$ cat config.mk
export PLATFORM = sky130hd
export DESIGN_NAME = dram_arbiter
export DESIGN_NICKNAME = d
export VERILOG_FILES = /design/src/rtl/dram_arbiter.sv
export SDC_FILE = /design/constraint.sdc
export NUM_CORES = 1
export LEC_CHECK = 0
export ABC_AREA = 1
export CAP_MARGIN = 5
export CELL_PAD_IN_SITES_DETAIL_PLACEMENT = 1
export CELL_PAD_IN_SITES_GLOBAL_PLACEMENT = 1
export CORE_ASPECT_RATIO = 1.75
export CORE_MARGIN = 3
export CORE_UTILIZATION = 30
export DETAILED_ROUTE_END_ITERATION = 6
export GPL_TIMING_DRIVEN = 0
export PLACE_DENSITY = 0.95
export SLEW_MARGIN = 25
export SYNTH_ARGS = -nofsm -noshare
export SYNTH_HDL_FRONTEND = slang
export SYNTH_SLANG_ARGS = --single-unit
export TNS_END_PERCENT = 50
$ cat constraint.sdc
create_clock -name CLK -period 8 [get_ports CLK]
set_input_delay 2.4 -clock CLK [delete_from_list [all_inputs] [get_ports CLK]]
set_output_delay 2.4 -clock CLK [all_outputs]
set_load 0.1 [all_outputs]
$ cat src/rtl/dram_arbiter.sv
// dram_arbiter: shares one single-port data RAM between the core load/store
// port (requester 0) and a debug/loader port (requester 1). One access is
// issued per cycle, read data comes back registered one cycle later, locked
// bursts keep ownership, and a starvation counter forces a grant to
// requester 1 after STARVE_LIMIT waiting cycles.
// Optional build macro: DRAM_ARB_ROUND_ROBIN_EN selects round-robin IDLE
// arbitration instead of fixed priority to requester 0.
module dram_arbiter #(
    parameter int size         = 32,
    parameter int addr_w       = 10,
    parameter int STARVE_LIMIT = 8
) (
    input  logic              CLK,
    input  logic              RSTa,
    input  logic              req0,
    input  logic              req1,
    input  logic              we0,
    input  logic              we1,
    input  logic              lock0,
    input  logic              lock1,
    input  logic [addr_w-1:0] addr0,
    input  logic [addr_w-1:0] addr1,
    input  logic [size-1:0]   wdata0,
    input  logic [size-1:0]   wdata1,
    output logic              gnt0,
    output logic              gnt1,
    output logic              rvalid0,
    output logic              rvalid1,
    output logic [size-1:0]   rdata,
    output logic              ram_memwrite,
    output logic [addr_w-1:0] ram_address,
    output logic [size-1:0]   ram_write_data,
    input  logic [size-1:0]   ram_read_data
);

    localparam int CNT_W = $clog2(STARVE_LIMIT + 1);

    typedef enum logic [1:0] {
        IDLE = 2'd0,
        OWN0 = 2'd1,
        OWN1 = 2'd2
    } state_t;

    state_t              state_q, state_d;
    logic [CNT_W-1:0]    starve_cnt_q, starve_cnt_d;
    logic                last_owner_q, last_owner_d;
    logic                rvalid0_q, rvalid0_d;
    logic                rvalid1_q, rvalid1_d;
    logic [size-1:0]     rdata_q, rdata_d;
    logic [addr_w-1:0]   addr_hold_q, addr_hold_d;
    logic [size-1:0]     wdata_hold_q, wdata_hold_d;

    logic                starved;
    logic                pick1;
    logic                arb_gnt0;
    logic                arb_gnt1;
    logic                rd0;
    logic                rd1;

    // Tie-break choice used in IDLE when both requesters ask in the same cycle.
    always_comb begin
        starved = (starve_cnt_q == CNT_W'(STARVE_LIMIT));
`ifdef DRAM_ARB_ROUND_ROBIN_EN
        pick1 = starved | ~last_owner_q;
`else
        pick1 = starved;
`endif
    end

    // Grant selection and ownership state machine next-state logic.
    always_comb begin
        arb_gnt0 = 1'b0;
        arb_gnt1 = 1'b0;
        state_d  = state_q;
        case (state_q)
            IDLE: begin
                if (req0 && req1) begin
                    arb_gnt1 = pick1;
                    arb_gnt0 = ~pick1;
                end else begin
                    arb_gnt0 = req0;
                    arb_gnt1 = req1;
                end
                if (arb_gnt0 && lock0) begin
                    state_d = OWN0;
                end else if (arb_gnt1 && lock1) begin
                    state_d = OWN1;
                end
            end
            OWN0: begin
                arb_gnt0 = req0;
                if (!req0 || !lock0) begin
                    state_d = IDLE;
                end
            end
            OWN1: begin
                arb_gnt1 = req1;
                if (!req1 || !lock1) begin
                    state_d = IDLE;
                end
            end
            default: begin
                state_d = IDLE;
            end
        endcase
    end

    // Visible grants are suppressed while reset is held so nothing commits.
    always_comb begin
        gnt0 = arb_gnt0 & ~RSTa;
        gnt1 = arb_gnt1 & ~RSTa;
    end

    // RAM port mirrors the granted requester; address/data hold when idle.
    always_comb begin
        ram_memwrite   = (gnt0 & we0) | (gnt1 & we1);
        ram_address    = addr_hold_q;
        ram_write_data = wdata_hold_q;
        if (gnt1) begin
            ram_address    = addr1;
            ram_write_data = wdata1;
        end else if (gnt0) begin
            ram_address    = addr0;
            ram_write_data = wdata0;
        end
        addr_hold_d  = ram_address;
        wdata_hold_d = ram_write_data;
    end

    // Read return path: capture RAM data on a granted read, otherwise hold.
    always_comb begin
        rd0       = gnt0 & ~we0;
        rd1       = gnt1 & ~we1;
        rvalid0_d = rd0;
        rvalid1_d = rd1;
        rdata_d   = rdata_q;
        if (rd0 || rd1) begin
            rdata_d = ram_read_data;
        end
    end

    // Starvation counter for requester 1 and record of the last granted owner.
    always_comb begin
        starve_cnt_d = starve_cnt_q;
        if (gnt1 || !req1) begin
            starve_cnt_d = '0;
        end else if (!starved) begin
            starve_cnt_d = starve_cnt_q + CNT_W'(1);
        end
        last_owner_d = last_owner_q;
        if (gnt1) begin
            last_owner_d = 1'b1;
        end else if (gnt0) begin
            last_owner_d = 1'b0;
        end
    end

    // State registers with asynchronous reset.
    always_ff @(posedge CLK or posedge RSTa) begin
        if (RSTa) begin
            state_q      <= IDLE;
            starve_cnt_q <= '0;
            last_owner_q <= 1'b1;
            rvalid0_q    <= 1'b0;
            rvalid1_q    <= 1'b0;
            rdata_q      <= '0;
            addr_hold_q  <= '0;
            wdata_hold_q <= '0;
        end else begin
            state_q      <= state_d;
            starve_cnt_q <= starve_cnt_d;
            last_owner_q <= last_owner_d;
            rvalid0_q    <= rvalid0_d;
            rvalid1_q    <= rvalid1_d;
            rdata_q      <= rdata_d;
            addr_hold_q  <= addr_hold_d;
            wdata_hold_q <= wdata_hold_d;
        end
    end

    assign rvalid0 = rvalid0_q;
    assign rvalid1 = rvalid1_q;
    assign rdata   = rdata_q;

endmodule

# [Word level (Yosys, flattened, before mapping)]
# Cells that the tools add are included.
[classes] n_addsub=1 eq_ne=7 n_mux=17 bitwise=11 n_reduce_logical=13
[ops] operator="32-bit 2-to-1 mux" count=2
[ops] operator="10-bit 2-to-1 mux" count=2
[ops] operator="2-bit 2-to-1 mux" count=4
[ops] operator="4-bit 2-to-1 mux" count=2
[ops] operator="1-bit bitwise AND" count=6
[ops] operator="2-bit one-hot mux with 3 select lines" count=1
[ops] operator="4-bit by 1-bit adder with 4-bit output (second input constant)" count=1
[ops] operator="4-bit equality test (second input constant)" count=1
[ops] operator="1-bit zero test" count=4
[ops] operator="1-bit logical OR" count=4
[ops] operator="1-bit 2-to-1 mux" count=4
[ops] operator="2-bit != test (second input constant)" count=2
[ops] operator="1-bit inverter" count=4
[ops] operator="1-bit one-hot mux with 2 select lines" count=2
[ops] operator="1-bit logical AND" count=3
[ops] operator="3-bit != test (second input constant)" count=1
[ops] operator="3-bit AND reduction" count=1
[ops] operator="2-bit by 1-bit equality test with 1-bit output (second input constant)" count=1
[ops] operator="2-bit equality test (second input constant)" count=1
[ops] operator="2-bit zero test" count=1
[ops] operator="2-bit by 1-bit != test with 1-bit output (second input constant)" count=1
[ops] operator="1-bit bitwise OR" count=1
[totals] register_bits=82 inputBits=124 output_inout_bits=79 wordCells=56

# [Depth between registers and ports, before layout]
# Gate-level depths: netlist of the first run.
[depth] ltp_word=8 mapped_depth=10 mapped_depth_nobuf=9

# [Worst setup path after synthesis of the first run]
# No wires, ideal clock.
[synth_path] kind="input to output" startpoint="in RSTa" endpoint="out ram_memwrite" t_arrival_ps=4502 required_ps=5600 path_slack_ps=1098 stages=5 path_buffers=2 path_cell_list="nor3b_1 -> buf_2 -> nand2_2 -> buf_4 -> o22ai_1"
[synth_between] elab_chain_cells=4 word_cells_on_any_way=6 cone_classes="bitwise: 6"
[synth_lines] element="from (decl)" line_no="14" rtl="input logic RSTa,"
[synth_lines] element="1-bit inverter *" line_no="110, 111"
[synth_lines] element="1-bit bitwise AND (on tied branches)" line_no="110, 111"
[synth_lines] element="1-bit bitwise AND" line_no="116" rtl="ram_memwrite = (gnt0 & we0) | (gnt1 & we1);"
[synth_lines] element="1-bit bitwise OR *" line_no="116"
[synth_lines] element="to (decl)" line_no="30" rtl="output logic ram_memwrite,"
# Every way passes the cells marked *; elsewhere a longest branch is shown, timed or not.

# [Worst setup path in the final report of the first run]
[layout_path] startpoint="in RSTa" endpoint="out ram_address[6]"
[layout_between] elab_chain_cells=4 word_cells_on_any_way=5 cone_classes="mux: 2; bitwise: 3"
[layout_lines] element="1-bit inverter *" line_no="110, 111"
[layout_lines] element="1-bit bitwise AND" line_no="110" rtl="gnt0 = arb_gnt0 & ~RSTa;"
[layout_lines] element="10-bit 2-to-1 mux" line_no="122" rtl="end else if (gnt0) begin"
[layout_lines] element="10-bit 2-to-1 mux *" line_no="119" rtl="if (gnt1) begin"
[layout_lines] element="to (decl)" line_no="31" rtl="output logic [addr_w-1:0] ram_address,"
# Marked as above.

==> flow_summary.json, run 1 <==
{
  "status": "completed",
  "via_per_inst": 4.58,
  "crit_family": "buffers and inverters",
  "grt_pass1_wl_um": 23700,
  "skew_ps": 7.96,
  "fin_cells": 949,
  "rows": 56,
  "clk_path_buf_depth": 2,
  "fin_hold_ws_ps": 514,
  "slew_violations": 0,
  "cpMaxStageDelayCell": "clkdlybuf4s50_1",
  "leakage_nw": 3.46,
  "fmax_ghz": 0.130,
  "ff2ff_path_depth": 9,
  "synth_xor_area_share_pct": 0.423,
  "synth.area.mux_share_pct": 0,
  "synth_top_family_by_area": "simple AND/OR/NAND/NOR gates",
  "power_density_nw_per_um2": 290,
  "critPathArrivalTime_ps": 5300,
  "grtUsageTotal_pct": 20.1,
  "grt_antenna_before_repair": 0,
  "endpoint_kind": "output pin",
  "vias": 4345,
  "route.detailed.drc": 0,
  "syn_to_final_growth_pct": 62.4,
  "rsz0062_at_grt": "no",
  "coreArea_um2": 13500,
  "cts_setup_buffers": 0,
  "synth.area.top_cells": "dfrtp_1, nand2_1, nand3_1",
  "synth_top_cell_by_area": "dfrtp_1",
  "dr.pass1.iters": 4,
  "setup_viol_count_final": 0,
  "clock-root-buffer": "clkbuf_16",
  "grt_start_max_net_pins": 52,
  "syn_area_um2": 4140,
  "post-place-ws_ps": 329,
  "finalCriticalPeriod_ps": 7700,
  "synth_edf_count": 0,
  "io_buffer_count": 202,
  "clk_pin_slew_ps": 70,
  "synth_most_common_cell": "nand2_1",
  "hp-start": "rdata[25]$_DFFE_PP0P_",
  "synth_common_cells": "nand2_1, nand3_1, inv_1, dfrtp_1, buf_2",
  "antenna-diode-count": 0,
  "timing.rr.start": "starve_cnt_q[0]$_DFFE_PP0P_",
  "min_to": "rdata[25]$_DFFE_PP0P_",
  "synth_fa_ha_area_share_pct": 0.605,
  "synth_flop_cell": "dfrtp_1",
  "dp_cells": 933,
  "worst_ep_required_time_ps": 5600,
  "grt_overflow": 0,
  "tns_ps": 0,
  "synth_nets": 682,
  "cts.sinks": 82,
  "htree_levels": 3,
  "ys_warn_count": 0,
  "nets": 896,
  "critPathMaxStageDelay_ps": 1150,
  "pin_count": 203,
  "dpl.hpwl_um": 11800,
  "cap_violations": 0,
  "die-area_um2": 15300,
  "period_share_pct": 96.2,
  "wl_per_cell_um": 15.9,
  "synthSimpleGateAreaFrac_pct": 35.5,
  "drive_above_1_share_pct": 6.97,
  "ys_async_sr_fraction_pct": 100,
  "die-height_um": 161,
  "clk_latency_ps": 340,
  "crit_type": "in2out",
  "regToRegEndpoint": "wdata_hold_q[21]$_DFF_PP0_",
  "synthCells": 556,
  "ir_worst_vdd_uv": 136,
  "start_util_pct": 30.8,
  "first_global_vias": 4793,
  "ant_nets": 0,
  "yosysTopAreaCellShare_pct": 49.6,
  "hp-class": "reg2reg",
  "tightest_slew_ps": 1040,
  "gp_congestion": 0.815,
  "start_kind": "primary input",
  "cts_tree": "done",
  "cp-startpoint": "RSTa",
  "fin_ws_ps": 304,
  "synth_area_per_cell_um2": 7.44,
  "cp_num_buf_inv": 4,
  "synth_compound_area_share_pct": 0.695,
  "die_x_um": 94.8,
  "yosysSeqAreaShare_pct": 49.6,
  "drt_iter0_drc": 95,
  "ys_ff_latch": 82,
  "ys_types": 24,
  "path_cells": "clkdlybuf4s50_1 -> nor3b_1 -> buf_2 -> nand2_2 -> buf_4 -> nand2_1 -> nand3_1 -> nand2_1 -> clkdlybuf4s50_1",
  "cts_made_buffers": 9,
  "routed_wl_um": 15100,
  "hold_depth": 2,
  "cp_max_fo": 10,
  "post_cts_resized": 0,
  "slew_headroom_pct": 30.6,
  "cts_hold_buf": 0,
  "hold_violations": 0,
  "r2r_setup_slack_ps": 6090
}
-- layout make-up --
type	instances	area, um2
buffer	30	174
clock buffer	10	239
clock inverter	6	72.6
fill	1626	6730
inverter	99	377
multi-input combinational	345	1540
sequential	82	2050
tap	174	218
timing repair buffer	203	2050
-- cell usage in the layout, fill, tap and decap left out, drive strengths merged --
cell / count
clkinv: 2
xor2: 1
a211oi: 1
dfrtp: 82
nor2: 5
ha: 2
clkinvlp: 1
nor3: 1
nand4: 1
o22ai: 1
buf: 27
bufinv: 1
clkbuf: 14
nor3b: 1
o21ai: 1
inv: 101
nand3: 123
clkdlybuf4s50: 202
xnor2: 1
a21oi: 2
nand2: 205
-- cells by family (layout without fill, tap and decap cells) --
logic type	after synthesis	in the layout
AOI/OAI and AO/OA	5	5
xor gates and xnor gates	2	2
adders and majority gates	2	2
buffers and inverters	129	348
DFF	82	82
and+or+nand+nor	336	336
-- report_power, final --
| group | internal (W) | switching, W |
|---|---|---|
| Clock | 0.000254 | 0.000180 |
| Sequential | 0.000491 | 0.0000329 |
| Combinational | 0.000244 | 0.000745 |
| Total | 0.000989 | 0.000958 |
-- worst max-delay path by stage --
stage | endpoint | depth (start not counted)
after floorplan | ram_memwrite | 5
after global placement | ram_write_data[28] | 9
after detailed placement | ram_address[6] | 9
after CTS | ram_address[6] | 9
after global routing | ram_address[6] | 9
final | ram_address[6] | 9
-- sequential cells by signal, summed over array words and instances (netlist names) --
register	count
addr_hold_q	10
rdata	32
rvalid0	1
rvalid1	1
starve_cnt_q	4
state_q	2
wdata_hold_q	32
-- routing by layer --
layer	GRT usage, %	wire (um)	vias up
met5	0	0	-
met4	7.16	356	0
met3	5.27	961	20
met2	39.2	8590	145
met1	19.4	5170	2062
li1	-	-	2118
-- worst register-to-register path, delay by kind of cell (launching register included) --
kind	cells	cell delay [ps]
and+or+nand+nor	6	650
buffers and inverters	2	490
DFF	1	410
adders and majority gates	1	220
-- through the flow --
| stage | power (W) | util [%] | instance area (um2) |
|---|---|---|---|
| after floorplan | 0.00125 | - | 4140 |
| after global placement | 0.00150 | 47.4 | 6380 |
| after detailed placement | 0.00152 | 47.7 | 6410 |
| after CTS | 0.00197 | 50.0 | 6720 |
| after global routing | 0.00203 | 50.0 | 6720 |
| final | 0.00195 | 50.0 | 6720 |
Note: power is estimated with default switching activity, not from simulation.
==> inputs of run 2 (changes only) <==
--- a/config.mk
+++ b/config.mk
@@ -9,12 +9,13 @@
 export CAP_MARGIN = 5
 export CELL_PAD_IN_SITES_DETAIL_PLACEMENT = 1
 export CELL_PAD_IN_SITES_GLOBAL_PLACEMENT = 1
-export CORE_ASPECT_RATIO = 1.75
+export CORE_ASPECT_RATIO = 0.9
 export CORE_MARGIN = 3
 export CORE_UTILIZATION = 30
 export DETAILED_ROUTE_END_ITERATION = 6
 export GPL_TIMING_DRIVEN = 0
 export PLACE_DENSITY = 0.95
+export REMOVE_ABC_BUFFERS = 1
 export SLEW_MARGIN = 25
 export SYNTH_ARGS = -nofsm -noshare
 export SYNTH_HDL_FRONTEND = slang
==> flow_summary.json, run 2 (synthesis results as in run 1) <==
{
  "antenna-diode-count": 0,
  "nets": 870,
  "critPathArrivalTime_ps": 5400,
  "leakage_nw": 3.41,
  "placed_cell_area_um2": 6270,
  "path_common_cell": "clkdlybuf4s50_1",
  "fmax_ghz": 0.128,
  "slew_headroom_pct": 31.7,
  "finalCriticalPeriod_ps": 7800,
  "status": "completed",
  "grt_pass1_wl_um": 23500,
  "power_density_nw_per_um2": 290,
  "grt_start_max_net_pins": 65,
  "final_cell_mix": "nand2_1, clkdlybuf4s50_1, nand3_1",
  "skew_ps": 7.88,
  "multi_input_area_um2": 1570,
  "cts.sinks": 82,
  "wl_per_cell_um": 15.8,
  "via_per_inst": 4.67,
  "slew_violations": 0,
  "first_global_vias": 4509,
  "grt_overflow": 0,
  "ant_nets": 0,
  "cts_tree": "done",
  "gp_congestion": 0.743,
  "hp-class": "reg2reg",
  "tightest_slew_ps": 1020,
  "rows": 40,
  "worst_ep_required_time_ps": 5600,
  "cpMaxStageDelayCell": "clkdlybuf4s50_1",
  "cp_max_fo": 44,
  "cts_made_buffers": 9,
  "start_util_pct": 30.9,
  "hold_violations": 0,
  "htree_levels": 3,
  "final_common_cell": "nand2_1",
  "crit_type": "in2out",
  "die_x_um": 130,
  "grtUsageTotal_pct": 19.3,
  "endpoint_kind": "output pin",
  "path_cells": "clkdlybuf4s50_1 -> nor3b_2 -> nand2_8 -> o22ai_1 -> clkdlybuf4s50_1",
  "postLayoutCellArea_um2": 6600,
  "clk_latency_ps": 330,
  "setup_viol_count_final": 0,
  "pin_count": 203,
  "dr.pass1.iters": 4,
  "drt_iter0_drc": 190,
  "clk_pin_slew_ps": 70,
  "rsz0062_at_grt": "no",
  "ir_worst_vdd_uv": 112,
  "seq_area_um2": 2050,
  "clk_path_buf_depth": 2,
  "clock-root-buffer": "clkbuf_16",
  "grt_antenna_before_repair": 0,
  "io_buffer_count": 202,
  "drive_above_1_share_pct": 5.87,
  "cap_violations": 0,
  "vias": 4286,
  "fillers": 1640,
  "die-area_um2": 15200,
  "cts_setup_buffers": 0,
  "period_share_pct": 97.5,
  "routed_wl_um": 14500,
  "die-height_um": 117,
  "start_kind": "primary input",
  "dpl.hpwl_um": 10500,
  "syn_to_final_growth_pct": 59.5,
  "fin_ws_ps": 201,
  "route.detailed.drc": 0,
  "coreArea_um2": 13400,
  "critPathMaxStageDelay_ps": 1200,
  "post-place-ws_ps": -678
}
## run 2: changes by cell type in the layout (fill, tap and decap cells not counted), moves of 2 or more
cell	change
dlygate4sd2_1	+11
clkbuf_1	-4
inv_8	+2
clkdlybuf4s15_2	+11
clkdlybuf4s15_1	+21
clkdlybuf4s50_1	-43
nand2_2	-2
buf_6	-2
buf_2	-19
## run 2: final timing paths
path / start / end / slack (ps) / depth (start not counted)
min in group asynchronous: RSTa / state_q[1]$_DFFE_PP0P_ / 2480 / 2
max in group asynchronous: RSTa / addr_hold_q[2]$_DFF_PP0_ / 4910 / 3
max reg2reg: starve_cnt_q[0]$_DFFE_PP0P_ / rdata[6]$_DFFE_PP0P_ / 4780 / 9
max: RSTa / ram_memwrite / 200 / 5
min reg2reg: rdata[28]$_DFFE_PP0P_ / rdata[28]$_DFFE_PP0P_ / 510 / 2
min: rdata[28]$_DFFE_PP0P_ / rdata[28]$_DFFE_PP0P_ / 510 / 2
## run 2: repair_timing
action | in CTS | in global routing
setup endpoints to repair | 45 | 0
hold buffers | 0 | 0
gates resized for setup | 90 | 0
## run 2: metal layers
layer	up-vias	share of wire, %	GRT usage [%]
li1	2072	-	-
met1	2092	41	23.3
met2	107	53	34.4
met3	15	4.6	4.28
met4	0	1.5	4.68
met5	-	0	0
## run 2: worst max-delay path: cells and delay by family
| family | cells | cell delay [ps] |
|---|---|---|
| buffers and inverters | 2 | 1740 |
| AND/OR/NAND/NOR | 2 | 1030 |
| AO/OA/AOI/OAI | 1 | 220 |
## run 2: metrics by stage
stage | std cells | hold slack [ps] | util, % | power, W | TNS (ps)
floorplan | 526 | 472 | - | 0.00124 | -59370
global placement | 896 | 492 | 46.2 | 0.00149 | -412630
detailed placement | 901 | 498 | 46.7 | 0.00152 | -27320
CTS | 917 | 517 | 49.2 | 0.00194 | 0
global route | 917 | 541 | 49.2 | 0.00200 | 0
finish | 917 | 513 | 49.2 | 0.00191 | 0
## run 2: report_power, final
part           total, W  internal, W  switching, W
registers      0.000522     0.000491     0.0000315
logic          0.000961     0.000218      0.000743
clock network  0.000431     0.000248      0.000183
## run 2: area by class of cell
class	instances	share of cell area, %
clock inverter	7	1.29
inverter	99	5.78
multi-input combinational	345	23.7
tap	168	3.18
clock buffer	9	3.41
timing repair buffer	207	31.6
sequential	82	31.1
==> variant 1: new RTL, flow settings as in run 1 <==
Change the parameter `addr_w` from 10 to 11.
--- a/src/rtl/dram_arbiter.sv
+++ b/src/rtl/dram_arbiter.sv
@@ -8,5 +8,5 @@
 module dram_arbiter #(
     parameter int size         = 32,
-    parameter int addr_w       = 10,
+    parameter int addr_w       = 11,
     parameter int STARVE_LIMIT = 8
 ) (
Interface: changed (resized addr0, addr1 and ram_address); port bits go from 203 to 206. No check against the original RTL was run, so the function may have changed too.
==> variant 1 against run 1 <==
Synthesized area increased by 2.1%. Sequential power up 1%. Fmax up 1.1%. Clock skew down 0.00072 ns. Largest cell class unchanged. Largest power group unchanged. Total power is 0.73% higher. Worst setup slack improved by 0.082 ns. Critical path type unchanged. Core utilization up 0.32 points. Sequential cell count increased by 1. Wire length decreased by 0.68%. Design area is 1.7% higher.
==> variant 1: results (changes against run 1) <==
fillers: 1682  # +3.4%
leakagePower_nw: 3.50  # +1.2%
dr_wl_met2_um: 8290  # -3.5%
async_reset_ff_frac: 1.00  # unchanged
synth_flop_cell: "dfrtp_1"
synth_adder_area_share: 0.00592  # -0.000124
slew_headroom: 0.299  # -0.00747
grt_max_degree: 50  # -3.8%
wl_um: 15000  # -0.68%
min_path_type: "flip-flop to flip-flop"
met3WireLength_um: 990  # +3.0%
grt_pass1_vias: 4881  # +1.8%
placedCellCount: 941  # +0.86%
synth_compound_area_frac: 0.00859  # +0.00163
status: "completed"
hold_ws_ns: 0.516  # +0.00213 ns
critical_path_arrival_ns: 5.21  # -0.09 ns
insertion_delay_ns: 0.33
drtIter0Drc: 117  # +23%
fin_skew_ns: 0.00724  # -0.000717 ns
numCtsBuffers: 9  # unchanged
io_buffers: 205  # +1.5%
holdPathEnd: "rdata[13]"
ys_warn_count: 0  # unchanged
synth_area_leaders: "dfrtp_1, nand2_1, nand3_1"
ir_worst_vdd_mv: 0.115  # -16%
reg2reg_to: "wdata_hold_q[28]"
synth_fp_nets: 689  # +1.0%
cts_max_level: 3  # unchanged
dp_slack_ns: 0.372  # +0.0434 ns
drive_gt1_frac: 0.0741  # +0.00440
ys_seq_area_frac: 0.492  # -0.00421
gr-usage-all-layers: 0.196  # -0.00512
synth_cell_types: 25  # +4.2%
wl_per_cell_um: 15.6  # -1.6%
viasPerCell: 4.64  # +1.3%
synth_common_cells: "nand2_1, nand3_1, inv_1"
synthCells: 561  # +0.90%
holdCritStartpoint: "rdata[13]"
place_congestion: 0.785  # -3.7%
grt_first_pass_wirelength_um: 23600  # -0.38%
cpPeakStageDelay_ns: 1.19  # +0.04 ns
synth_xor_area_frac: 0.00415  # -0.0000865
synth-edff-count: 0  # unchanged
clockRootBuffer: "clkbuf_16"
hpwlAfterDp_um: 11800  # +0.13%
grt_antenna_before_repair: 1  # +1
r2r_slack_ns: 6.04  # -0.05 ns
drv_slew: 0  # unchanged
met1_length_um: 5140  # -0.54%
nets: 906  # +1.1%
variant 1: power by group:
group	total, W	switching (W)	internal (W)
logic	0.00100	0.000752	0.000249
clock network	0.000431	0.000184	0.000247
registers	0.000529	0.0000326	0.000497
total	0.00196	0.000969	0.000992
variant 1: area by class of cell:
class / count / area, um^2 / area share
antenna: 1 / 2.50 / 0.000366
buffer: 30 / 198 / 0.0289
tap: 174 / 218 / 0.0318
sequential: 83 / 2080 / 0.304
inverter: 99 / 377 / 0.0551
clock buffer: 9 / 225 / 0.0329
multi-input combinational: 349 / 1580 / 0.231
timing repair buffer: 206 / 2080 / 0.304
clock inverter: 7 / 81.3 / 0.0119
variant 1: critical path, delay by kind of cell:
kind | cells | cell delay [ns]
buffers and inverters | 4 | 2.18
AND/OR/NAND/NOR | 5 | 0.63
variant 1: cells by family after synthesis:
family	Yosys count
simple gates	339
buf+inv	129
flops	83
compound gates	6
xor+xnor	2
fa+ha+maj	2
variant 1: worst max-delay path by stage:
| stage | to | from | cells past startpoint | slack, ns |
|---|---|---|---|---|
| floorplan | ram_memwrite | RSTa | 5 | 1.09 |
| global placement | ram_write_data[16] | req1 | 9 | 0.42 |
| detailed placement | ram_write_data[21] | req1 | 9 | 0.37 |
| CTS | ram_write_data[25] | req1 | 9 | 0.36 |
| global route | ram_write_data[11] | req1 | 9 | 0.19 |
| finish | ram_write_data[28] | req1 | 9 | 0.39 |
variant 1: routing by layer:
layer | vias up | track usage
li1 | 2145 | -
met1 | 2115 | 0.190
met2 | 155 | 0.378
met3 | 29 | 0.0425
met4 | 0 | 0.0861
met5 | - | 0
variant 1: stage by stage:
stage               instance area (um^2)  power [W]
floorplan                           4230    0.00126
global placement                    6490    0.00152
detailed placement                  6530    0.00154
CTS                                 6830    0.00198
global route                        6840    0.00205
finish                              6840    0.00196
==> variant 2: new RTL, settings of run 1 <==
Made on the original files. The 3 states of `state_t` get a one-hot encoding in 3 bits.
--- a/src/rtl/dram_arbiter.sv
+++ b/src/rtl/dram_arbiter.sv
@@ -36,8 +36,8 @@
     localparam int CNT_W = $clog2(STARVE_LIMIT + 1);
 
-    typedef enum logic [1:0] {
-        IDLE = 2'd0,
-        OWN0 = 2'd1,
-        OWN1 = 2'd2
+    typedef enum logic [2:0] {
+        IDLE = 3'b001,
+        OWN0 = 3'b010,
+        OWN1 = 3'b100
     } state_t;
 
Check against the original RTL: no difference found for any inputs over 10 cycles, from zero or initial values and one cycle with RSTa high; not proved beyond that.
==> variant 2 against run 1 <==
Register-to-register slack about the same. Synthesized area up 3.1%. Highest routed layer unchanged. Worst setup slack improved by 0.057 ns. First-iteration DRC count down 4.2%. Largest cell class unchanged. Sequential cell count rose by 1. Wire length shrank 0.72%. Design area increased by 2.0%. Cell count is 1.8% higher.
Power is not shown: default switching activity piles up to over one toggle a cycle in this logic, so the estimate is an artifact.
==> variant 2: results (changes against run 1) <==
holdCritStartpoint: "rdata[12]"
drtIter0Drc: 91  # -4.2%
reg2reg_from: "starve_cnt_q[0]"
status: "completed"
r2r_slack_ns: 6.08  # about the same
n_antenna_cell: 0  # unchanged
ys_warn_count: 0  # unchanged
synth_area_leaders: "dfrtp_1, nand2_1, nand3_1"
gr-usage-all-layers: 0.195  # -0.00551
grt_max_degree: 61  # +17%
critical_path_arrival_ns: 5.24  # -0.06 ns
wl_um: 15000  # -0.72%
drive_gt1_frac: 0.0760  # +0.00637
ff2ff_path_depth: 12  # +3
cpPeakStageDelay_ns: 1.17  # +0.02 ns
holdPathEnd: "rdata[12]"
grt_first_pass_wirelength_um: 23800  # +0.37%
worst_pin_slew_ns: 1.03  # -0.00299 ns
fillers: 1703  # +4.7%
crit_fanout: 10  # unchanged
fin_skew_ns: 0.00645  # -0.00151 ns
synth_common_cells: "nand2_1, nand3_1, inv_1"
reg2reg_to: "addr_hold_q[1]"
nets: 910  # +1.6%
synth_cell_types: 27  # +13%
grt_pass1_vias: 5015  # +4.6%
io_buffers: 202  # unchanged
synth_fp_nets: 696  # +2.1%
ys_seq_area_frac: 0.487  # -0.00881
hpwlAfterDp_um: 11800  # -0.34%
viasPerCell: 4.57  # -0.22%
place_congestion: 0.785  # -3.7%
insertion_delay_ns: 0.34  # about the same
==> variant 2: layout make-up <==
class / count / area share
Sequential cell: 83 / 0.303
Timing Repair Buffer: 203 / 0.299
Multi-Input combinational cell: 356 / 0.237
Inverter: 102 / 0.0569
Clock buffer: 11 / 0.0369
Tap cell: 177 / 0.0323
Buffer: 29 / 0.0257
Clock inverter: 5 / 0.00876
==> variant 2: critical path, delay by kind of cell <==
| kind | cells | cell delay, ns |
|---|---|---|
| buffers and inverters | 4 | 2.08 |
| and+or+nand+nor | 4 | 0.74 |
==> variant 2: how the worst max path moves through the flow <==
stage | from | to | slack [ns] | depth (start not counted)
3_5_place_dp | RSTa | ram_write_data[23] | 0.33 | 8
3_3_place_gp | req1 | ram_address[6] | 0.45 | 9
2_1_floorplan | req1 | ram_memwrite | 1.15 | 8
5_1_grt | RSTa | ram_write_data[29] | 0.20 | 8
4_1_cts | RSTa | ram_write_data[26] | 0.32 | 8
6_report | RSTa | ram_write_data[26] | 0.36 | 8
==> variant 2: routing by layer <==
layer | up-vias | GRT usage | share of wire
li1 | 2159 | - | -
met1 | 2079 | 0.182 | 0.34
met2 | 152 | 0.382 | 0.56
met3 | 23 | 0.0545 | 0.072
met4 | 0 | 0.0758 | 0.027
met5 | - | 0 | 0
==> variant 2: stage by stage <==
step / cell area (um^2) / setup slack, ns / std cells / utilization / hold WS (ns)
2_1_floorplan: 4270 / 1.15 / 570 / - / 0.546
3_3_place_gp: 6510 / 0.455 / 949 / 0.468 / 0.491
3_5_place_dp: 6540 / 0.332 / 950 / 0.471 / 0.498
4_1_cts: 6860 / 0.322 / 966 / 0.493 / 0.518
5_1_grt: 6860 / 0.196 / 966 / 0.493 / 0.538
6_report: 6860 / 0.362 / 966 / 0.493 / 0.514
==> variant 2: logic make-up (layout without fill, tap and decap cells) <==
family	Yosys count	in the layout	share of synthesized area
AOI/OAI and AO/OA	5	5	0.00616
xor gates and xnor gates	2	2	0.00411
adders and majority gates	2	2	0.00586
buffers and inverters	131	350	0.132
DFF	83	83	0.487
and+or+nand+nor	347	347	0.365
